`src/rtl/atto_bus_arbiter.sv`:
```
// atto_bus_arbiter: two-master arbiter for the single external memory bus.
// Each access runs a fixed sequence: grant, drive, wait states, capture,
// acknowledge. Ties are broken round-robin, and a master can claim the
// next arbitration with its lock input.
module atto_bus_arbiter #(
    parameter int unsigned WAIT_CYCLES = 1
) (
    input  logic        clock,
    input  logic        reset,
    input  logic        m0_req,
    input  logic        m0_dir,
    input  logic        m0_lock,
    input  logic [15:0] m0_addr,
    input  logic [7:0]  m0_wdata,
    input  logic        m1_req,
    input  logic        m1_dir,
    input  logic        m1_lock,
    input  logic [15:0] m1_addr,
    input  logic [7:0]  m1_wdata,
    output logic        m0_grant,
    output logic        m1_grant,
    output logic        m0_ack,
    output logic        m1_ack,
    output logic [7:0]  rdata,
    output logic [15:0] mem_addr,
    output logic        mem_dir,
    output logic [7:0]  mem_wdata,
    output logic        mem_drive,
    input  logic [7:0]  mem_rdata
);

    localparam int unsigned ADDR_W = 16;
    localparam int unsigned DATA_W = 8;
    localparam int unsigned CNT_W  = 4;

    localparam logic [1:0] ST_IDLE   = 2'd0;
    localparam logic [1:0] ST_GRANT  = 2'd1;
    localparam logic [1:0] ST_ACCESS = 2'd2;
    localparam logic [1:0] ST_DONE   = 2'd3;

    typedef struct packed {
        logic [ADDR_W-1:0] addr;
        logic              dir;
        logic [DATA_W-1:0] wdata;
    } bus_req_t;

    logic [1:0]        state_q, state_d;
    logic              last_q, last_d;
    logic              lock_valid_q, lock_valid_d;
    logic              lock_owner_q, lock_owner_d;
    logic              sel_q, sel_d;
    logic              dir_q, dir_d;
    logic [CNT_W-1:0]  cnt_q, cnt_d;

    logic              m0_grant_d, m1_grant_d;
    logic              m0_ack_d, m1_ack_d;
    logic [DATA_W-1:0] rdata_d;
    logic [ADDR_W-1:0] mem_addr_d;
    logic              mem_dir_d;
    logic [DATA_W-1:0] mem_wdata_d;
    logic              mem_drive_d;

    bus_req_t          req0, req1, win;
    logic              win_sel;

    assign req0 = '{addr: m0_addr, dir: m0_dir, wdata: m0_wdata};
    assign req1 = '{addr: m1_addr, dir: m1_dir, wdata: m1_wdata};

    // Arbitration, access sequencing and next values of every registered output
    always_comb begin
        state_d      = state_q;
        last_d       = last_q;
        lock_valid_d = lock_valid_q;
        lock_owner_d = lock_owner_q;
        sel_d        = sel_q;
        dir_d        = dir_q;
        cnt_d        = cnt_q;
        m0_grant_d   = m0_grant;
        m1_grant_d   = m1_grant;
        m0_ack_d     = 1'b0;
        m1_ack_d     = 1'b0;
        rdata_d      = rdata;
        mem_addr_d   = mem_addr;
        mem_dir_d    = mem_dir;
        mem_wdata_d  = mem_wdata;
        mem_drive_d  = mem_drive;

        // On a tie the lock owner (necessarily requesting) wins, else the master not served last
        if (m0_req && m1_req) begin
            win_sel = lock_valid_q ? lock_owner_q : ~last_q;
        end else begin
            win_sel = m1_req;
        end
        win = win_sel ? req1 : req0;

        case (state_q)
            ST_IDLE: begin
                mem_dir_d   = 1'b1;
                mem_drive_d = 1'b0;
                // A lock only covers this arbitration: it is either used now or its owner is idle
                lock_valid_d = 1'b0;
                if (m0_req || m1_req) begin
                    state_d     = ST_GRANT;
                    sel_d       = win_sel;
                    dir_d       = win.dir;
                    mem_addr_d  = win.addr;
                    mem_dir_d   = win.dir;
                    mem_wdata_d = win.wdata;
                    mem_drive_d = ~win.dir;
                    m0_grant_d  = ~win_sel;
                    m1_grant_d  = win_sel;
                end
            end
            ST_GRANT: begin
                cnt_d   = CNT_W'(WAIT_CYCLES);
                state_d = ST_ACCESS;
            end
            ST_ACCESS: begin
                if (cnt_q != '0) begin
                    cnt_d = cnt_q - CNT_W'(1);
                end else begin
                    if (dir_q) begin
                        rdata_d = mem_rdata;
                    end
                    mem_drive_d = 1'b0;
                    m0_ack_d    = ~sel_q;
                    m1_ack_d    = sel_q;
                    state_d     = ST_DONE;
                end
            end
            ST_DONE: begin
                last_d       = sel_q;
                lock_owner_d = sel_q;
                lock_valid_d = sel_q ? m1_lock : m0_lock;
                m0_grant_d   = 1'b0;
                m1_grant_d   = 1'b0;
                mem_dir_d    = 1'b1;
                state_d      = ST_IDLE;
            end
            default: begin
                state_d = ST_IDLE;
            end
        endcase
    end

    // State and output registers; reset aborts any access in flight
    always_ff @(posedge clock or posedge reset) begin
        if (reset) begin
            state_q      <= ST_IDLE;
            last_q       <= 1'b1;
            lock_valid_q <= 1'b0;
            lock_owner_q <= 1'b0;
            sel_q        <= 1'b0;
            dir_q        <= 1'b1;
            cnt_q        <= '0;
            m0_grant     <= 1'b0;
            m1_grant     <= 1'b0;
            m0_ack       <= 1'b0;
            m1_ack       <= 1'b0;
            rdata        <= '0;
            mem_addr     <= '0;
            mem_dir      <= 1'b1;
            mem_wdata    <= '0;
            mem_drive    <= 1'b0;
        end else begin
            state_q      <= state_d;
            last_q       <= last_d;
            lock_valid_q <= lock_valid_d;
            lock_owner_q <= lock_owner_d;
            sel_q        <= sel_d;
            dir_q        <= dir_d;
            cnt_q        <= cnt_d;
            m0_grant     <= m0_grant_d;
            m1_grant     <= m1_grant_d;
            m0_ack       <= m0_ack_d;
            m1_ack       <= m1_ack_d;
            rdata        <= rdata_d;
            mem_addr     <= mem_addr_d;
            mem_dir      <= mem_dir_d;
            mem_wdata    <= mem_wdata_d;
            mem_drive    <= mem_drive_d;
        end
    end

endmodule

```
`config.mk`:
```
export PLATFORM = sky130hd
export DESIGN_NAME = atto_bus_arbiter
export DESIGN_NICKNAME = d
export VERILOG_FILES = /design/src/rtl/atto_bus_arbiter.sv
export SDC_FILE = /design/constraint.sdc
export NUM_CORES = 1
export LEC_CHECK = 0
export CAP_MARGIN = 20
export CORE_MARGIN = 2
export CORE_UTILIZATION = 39
export CTS_CLUSTER_DIAMETER = 30
export CTS_CLUSTER_SIZE = 24
export DETAILED_ROUTE_END_ITERATION = 6
export PLACE_DENSITY = 0.77
export SYNTH_ARGS = -nofsm -noshare
export SYNTH_HDL_FRONTEND = slang
export SYNTH_SLANG_ARGS = --single-unit
```
`constraint.sdc`:
```
create_clock -name clock -period 1.5 [get_ports clock]
set_input_delay 0.45 -clock clock [delete_from_list [all_inputs] [get_ports clock]]
set_output_delay 0.45 -clock clock [all_outputs]
set_load 0.01 [all_outputs]
```
### Word-level counts from Yosys, hierarchy flattened

Index checks and enable logic that the tools add are counted.

| operators by class | value |
|---|---|
| $add $sub $neg | 1 |
| eq/ne operators | 6 |
| mux-type cells | 23 |
| bitwise operators | 5 |
| reduce and logical (&&, ||, !) cells | 13 |

Operators by type and width:

| cell | number |
|---|---|
| 25-bit 2-to-1 mux | 1 |
| 1-bit 2-to-1 mux | 12 |
| 1-bit case mux with 2 select lines | 5 |
| 2-bit AND reduction | 5 |
| 2-bit case mux with 4 select lines | 1 |
| 4-bit case mux with 2 select lines | 1 |
| 2-bit != test, second input constant | 3 |
| 2-bit nonzero test | 3 |
| 1-bit NOT | 5 |
| 2-bit == test, second input constant | 2 |
| 2-bit 2-to-1 mux | 2 |
| 4-bit 2-to-1 mux | 1 |
| 4-bit nonzero test | 1 |
| 4-bit by 1-bit subtractor with 4-bit output, second input constant | 1 |
| 3-bit AND reduction | 1 |
| 2-bit by 1-bit == test with 1-bit output, second input constant | 1 |
| 2-bit zero test | 1 |
| 1-bit logical AND | 1 |
| 1-bit logical OR | 1 |

| storage, ports and cells | value |
|---|---|
| register bits after elaboration | 49 |
| bits of input ports | 64 |
| output and inout bits | 38 |

### Logic depth before layout (Yosys ltp)

Gate-level depths: netlist (run 1).

| depth | value |
|---|---|
| depth in word-level cells | 7 |
| mapped depth | 7 |
| depth with buffers taken out | 6 |

### Worst setup path before layout (run 1)

OpenSTA, ideal clock, no wires.

| timing path | value |
|---|---|
| kind | flip-flop to flip-flop |
| from | register state_q[0] |
| to | register rdata[0] |
| setup time | 128 ps |
| arrival time | 1434 ps |
| setup slack | -62 ps |
| cell stages (with the launch flop) | 7 |
| clock period less this slack | 1562 ps |
| path through | dfrtp_1 > inv_1 > ha_1 > buf_2 > nor3b_2 > nand2_2 > mux2_1 |

| between the ends | value |
|---|---|
| word-level cells in the longest chain between the ends | 2 |

Ends and longest elaborated chain:

| what | line | text |
|---|---|---|
| start: declaration | 47 | `logic [1:0] state_q, state_d;` |
| start signal: assignment | 166 | `state_q <= state_d;` |
| 2-bit == test | 96 | `case (state_q)` |
| 3-bit AND reduction (no line) | -- |  |
| end signal: assignment | 177 | `rdata <= rdata_d;` |
| end: declaration | 24 | `output logic [7:0] rdata,` |

No other way between the ends.
A chain may end at the register's enable or synchronous reset.

### Final worst setup path (run 1)

| timing path | value |
|---|---|
| from | register state_q[1] |
| to | register rdata[3] |

Same word-level chain as after synthesis.

==> results of run 1 <==
[cell families after synthesis]
group	Yosys count	share of synthesized area, %
flops	49	49.6
compound gates	46	17.6
simple gates	100	19.9
fa+ha+maj	5	2.52
mux	12	5.40
buf+inv	25	4.99
[per-stage QoR]
stage / worst slack [ps] / hold slack [ps] / TNS [ps] / utilization (%)
2_1_floorplan: -12.3 / 445 / -73.9 / -
3_3_place_gp: -284 / 455 / -7890 / 60.9
3_5_place_dp: -313 / 467 / -8760 / 60.9
4_1_cts: -71.1 / 474 / -1430 / 64.1
5_1_grt: -101 / 487 / -1050 / 65.1
6_report: -52.3 / 476 / -383 / 65.1
[per-layer routing]
metal  vias up  track usage (%)  share of wire, %
met5         -                0                 0
met4         0             6.45               1.9
met3        12             4.45               7.1
met2        98             32.8                49
met1      1107             28.0                42
li1       1098                -                 -
[synthesized netlist by cell type]
library cell  instances  area (um2)
a21boi_1              1        7.51
a21o_1                1        7.51
a21oi_1               1        5.00
a22o_1                3        26.3
and2_1                1        6.26
and2_4                1        8.76
buf_2                 6        30.0
buf_6                 3        33.8
clkbuf_1              8        30.0
dfrtp_1              46        1150
dfstp_2               3        78.8
ha_1                  5        62.6
inv_1                 8        30.0
mux2_1                9         101
mux2_2                2        22.5
mux2i_1               1        10.0
nand2_1              56         210
nand2_2               1        6.26
nand2b_1              2        12.5
nand3_1               2        10.0
nand3b_1              1        7.51
nand4_1              25         156
nor2_1                3        11.3
nor2b_1               4        25.0
nor2b_2               1        8.76
nor2b_4               1        13.8
nor3_1                1        5.00
nor3b_2               1        12.5
o211ai_1              5        37.5
o211ai_2             20         250
o21ai_0               6        30.0
o21ai_1               1        5.00
o21ai_2               3        26.3
o22a_1                1        8.76
o311a_1               1        10.0
o31ai_1               3        22.5
[worst max-delay path by stage]
stage / start / to / slack [ps] / depth (start not counted)
5_1_grt: state_q[1] / rdata[7] / -100 / 5
4_1_cts: state_q[1] / mem_addr[9] / -70 / 6
2_1_floorplan: state_q[0] / rdata[2] / -10 / 6
3_3_place_gp: m1_req / mem_drive / -280 / 5
3_5_place_dp: m1_req / mem_drive / -310 / 5
6_report: state_q[1] / rdata[3] / -50 / 5
[power by group through the flow]
stage | logic, mW | registers [mW] | clock network, mW
after floorplan | 1.97 | 2.55 | 0
after global placement | 3.96 | 2.34 | 0
after detailed placement | 4.05 | 2.36 | 0
after CTS | 4.10 | 2.34 | 0.994
after global routing | 4.66 | 2.43 | 1.05
final | 4.30 | 2.35 | 0.975
[worst max-delay path, stage by stage, from the launching register on]
cell	delay, ps
dfrtp_1	410
buf_4	140
ha_4	140
nor3b_4	240
nand2_4	160
mux2_4	330
[timing repair]
item / in CTS / in global routing
pin swaps: 3 / 5
hold buffers: 0 / 0
setup endpoints to repair: 49 / 31
cloned: 2 / 0
gates resized for setup: 55 / 7
buffers inserted: 2 / 5
[cell type report]
type,instances,area share (%)
clock inverter,1,0.740
clock buffer,7,2.13
multi-input combinational,163,30.8
tap,77,2.37
timing repair buffer,136,32.8
inverter,8,0.832
sequential,49,30.3
[flip-flops by register name, indices dropped and copies added (netlist names), 2 cells and up]
register   flops
mem_wdata      8
cnt_q          4
mem_addr      16
state_q        2
rdata          8
==> run metrics, run 1 <==
Lkg Pwr 1.87 nW; DR WL/cell between 15 and 20 um; largest net degree at the start of global routing 25; Register Area roughly 0.0012 mm2; initial DRC count 163; depth of the worst hold-timing path 2; CTS Buf Count 5; register area share after synthesis 49.6%; reg-to-reg slack, setup -50 ps; CTS H-tree depth 2; Die Wd roughly 84 um; CTS Root Cell clkbuf_8; Hold Startpoint last_q; Final Non-Filler Cells 441; post-synthesis register bit count 49; RSZ-0062 raised after global routing yes; Finished Cell Area 0.00406 mm2; clock tree sinks 49; Reg2Reg Depth 5; starting density of the core approximately two fifths; router iterations before antenna repair 4; P_sw 2.81 mW; post-DP HPWL 4980 um; fin crit period 1550 ps; antenna cells 0; status finished with violations; final worst slack -52.3 ps; worst vdd ir roughly 1400 uV; crit end category flop; GPL Wtd Cong 0.794; Worst Skew 11.1 ps; sw frac around 37%; Internal Power 4.81 mW; Die Y 83.8 um; initial antenna violation count 0; Final Cycle Share 103%; Port Buffers 101; WS Path Type flop to flop; sequential share of power a little under a third; Global Route Usage Sum about a fifth; DR vias 2,315; Detail Route Antenna Nets 0; Cell variety after synth 36; power consumption 7.62 mW; crit-path max FO 8; syn avg cell area 10.5 um2; Slew headroom 76.9%; pwr dens around 1900 mW/mm2; Post-layout nets 432; Synth Net Count 306; residual DRC count 0; vias in the first global route 2,377; R2R Path End rdata[3]; CTS tree done; Area Growth Syn to Fin 63.6%; CP required 1680 ps; overall routed net length slightly above 7000 um; clock slew at reported path FFs 90 ps; commonest non-fill, non-tap cells in the layout clkdlybuf4s50_1 (61), nand2_1 (56), dfrtp_1 (46); drt via density 5.25; max-cap violation count 0; Arr. time, crit path ~1700 ps; failing checks setup timing; Synth Warn # 0; Post-Synthesis Cell Area about 0.0025 mm2; Post-DP Area between 0.003 and 0.004 mm2; Comb pwr share 56.4%; gr ovfl total 0; FP Rows 29; CP startpoint kind flop; WHS Endpoint last_q; Synth Instances 237; core footprint around 0.0062 mm2; pins over their slew limit 0; Final setup viols 8; Fillers 506; Clk pwr share between 10% and 20%; die area ~0.0070 mm2; R2R Path Start state_q[1]; buffer depth of the longest clock path 2; first-pass GRT wire length 11,700 um; clock latency on the worst-skew pair 300 ps; worst-margin pin slew 347 ps; IO Pins 102; layout cells sized above 1 between 20% and 30%; Final Hold Viols 0; placed insts between 400 and 500; min-delay worst type flop to flop; footprint of the multi-input gates 0.00125 mm2; fmax between 0.6 and 0.7 GHz; commonest non-fill, non-tap cell in the layout clkdlybuf4s50_1
No activity file was read; power rests on OpenSTA's default activity.
==> inputs of run 2 (changes only) <==
Settings changed: CORE_UTILIZATION 39 to 46, PLACE_DENSITY 0.77 to 0.85.
Clock period 1.5 ns to 1.88 ns, I/O delays scaled along.
==> run 2 against run 1 <==
Compared with the run above: the run now ends clean; clock power shrank 34%; power shrank 28%; non-clock buffer count shrank 22; via count shrank 4.3%; sequential share of layout area grew 2.8 points; critical endpoint is now mem_drive; wire length shrank 8.8%; die area shrank 15%; sequential power shrank 20%; highest routed layer unchanged; design area shrank 8.4%; combinational power shrank 32%; clock skew grew 1.8 ps; cell count shrank 6.6%.
==> run metrics, run 2 (synthesized netlist as in run 1, its figures left out) <==
FP Rows 26 (-10%); max-cap violation count 0 (unchanged); Slew headroom 61.6% (-15 points); min-delay worst type input pin to asynchronous set/reset pin; vias in the first global route 2,237 (-5.9%); Worst Skew 12.9 ps (+1.78 ps); largest net degree at the start of global routing 41 (+64%); pwr dens 1470 mW/mm2 (-22%); crit end category flop; core footprint 0.00517 mm2 (-17%); first-pass GRT wire length 10,800 um (-8.0%); starting density of the core 48.0% (+8.2 points); CTS Root Cell clkbuf_8; Post-layout nets 410 (-5.1%); initial antenna violation count 0 (unchanged); Layout Utilization 71.9% (+6.9 points); buffer depth of the longest clock path 2 (unchanged); gr ovfl total 0 (unchanged); CTS Buf Count 5 (unchanged); Arr. time, crit path 2020 ps (+280 ps); hold_ws 476 ps (+0.0840 ps); Largest register FFs 16 (unchanged); IO Pins 102 (unchanged); Final Cycle Share 97.2%; WS Path Type input pin to flop; setup bufs post-CTS 0 (-2); largest register by flop count mem_addr; overall routed net length 6500 um (-8.8%); Register Area 0.00123 mm2 (unchanged); worst-margin pin slew 575 ps (+228 ps); clock slew at reported path FFs 100 ps (about the same); Area Growth Syn to Fin 49.9%; CTS H-tree depth 2 (unchanged); pins over their slew limit 0 (unchanged); CTS tree done; top flop regs mem_addr (16), mem_wdata (8), rdata (8); power consumption 5.46 mW (-28%); Lkg Pwr 1.56 nW (-16%); crit-path max FO 28 (+20); RSZ-0062 raised after global routing no; fin crit period ~1800 ps; commonest non-fill, non-tap cells in the layout clkdlybuf4s50_1 (100), nand2_1 (56), dfrtp_1 (46); Port Buffers 101 (unchanged); worst vdd ir 783 uV (-43%); footprint of the multi-input gates 0.00114 mm2 (-9.1%); Die Wd 77.4 um (-7.5%); placed insts 404 (-4.7%); DR WL/cell 15.8 um (-2.4%); Final setup viols 0 (-8); antenna cells 0 (unchanged); DR vias 2,216 (-4.3%); Fillers 381 (-25%); CTS Hold Bufs 0 (unchanged); Final Hold Viols 0 (unchanged); GPL Wtd Cong 0.778 (-2.0%); clock tree sinks 49 (unchanged); Global Route Usage Sum 22.8% (+2.2 points); CP startpoint kind input pin; commonest non-fill, non-tap cell in the layout clkdlybuf4s50_1; initial DRC count 124 (-24%); layout cells sized above 1 16.7% (-10 points); fmax 0.547 GHz; post-DP HPWL 4700 um (-5.7%); Detail Route Antenna Nets 0 (unchanged); CP required 2080 ps (+400 ps); drt via density 5.38 (+2.5%); router iterations before antenna repair 4 (unchanged); residual DRC count 0 (unchanged); Die Y 77.4 um (-7.5%); clock latency on the worst-skew pair 310 ps (about the same); status finished clean; die area 0.00600 mm2 (-15%); Final Non-Filler Cells 412 (-6.6%)
## run 2: cell types whose count changed in the layout (fill, tap and decap cells not counted), moves of 4 or more
cell | previous run | this run
buf_4 | 28 | 10
dlygate4sd2_1 | 39 | 1
clkdlybuf4s50_1 | 61 | 100
mux2_1 | 0 | 9
mux2_4 | 9 | 0
inv_1 | 3 | 7
## run 2: layer usage
| metal | routed length (um) | GRT usage [%] |
|---|---|---|
| met1 | 2890 | 29.3 |
| met5 | 0 | 0 |
| met2 | 3110 | 37.8 |
| met3 | 401 | 5.23 |
| met4 | 104 | 7.68 |
## run 2: where the power goes
| part | leakage (nW) | switching [mW] | internal (mW) |
|---|---|---|---|
| Sequential | 0.598 | 0.304 | 1.57 |
| Combinational | 0.922 | 1.41 | 1.53 |
| Clock | 0.0445 | 0.382 | 0.265 |
| Total | 1.56 | 2.09 | 3.37 |
## run 2: worst max-delay path, stage by stage
cell and delay (ps):
clkdlybuf4s50_1 480, buf_4 310, nand2_1 90, o311a_1 350, a22o_1 230
## run 2: final timing paths
| path | from | to | slack (ps) | cells after the start |
|---|---|---|---|---|
| setup / recovery | m1_req | mem_drive | 50 | 5 |
| hold / removal | reset | rdata[7] | 480 | 2 |
| setup reg to reg | cnt_q[0] | rdata[3] | 150 | 6 |
| hold reg to reg | last_q | last_q | 480 | 2 |
| max in group asynchronous | reset | dir_q | 850 | 3 |
| min in group clock | last_q | last_q | 480 | 2 |
## run 2: through the flow
| step | setup TNS (ps) | cell area (um2) | setup slack [ps] |
|---|---|---|---|
| 2_1_floorplan | 0 | 2480 | 148 |
| 3_3_place_gp | -10390 | 3620 | -421 |
| 3_5_place_dp | -11800 | 3620 | -500 |
| 4_1_cts | 0 | 3720 | 55.3 |
| 5_1_grt | 0 | 3720 | 7.09 |
| 6_report | 0 | 3720 | 53.1 |
## run 2: timing repair
action / in CTS / in global routing
endpoints found under the setup margin: 25 / 7
resized for setup: 2 / 1
pin swaps: 0 / 2
## run 2: layout make-up
cell class              count  share of cell area [%]
flip-flops and latches     49                    33.1
repair buffers            114                    30.8
multi-input cells         163                    30.6
well taps                  70                    2.35
clock buffers               5                    1.85
inverters                   8                   0.807
clock inverters             3                   0.572
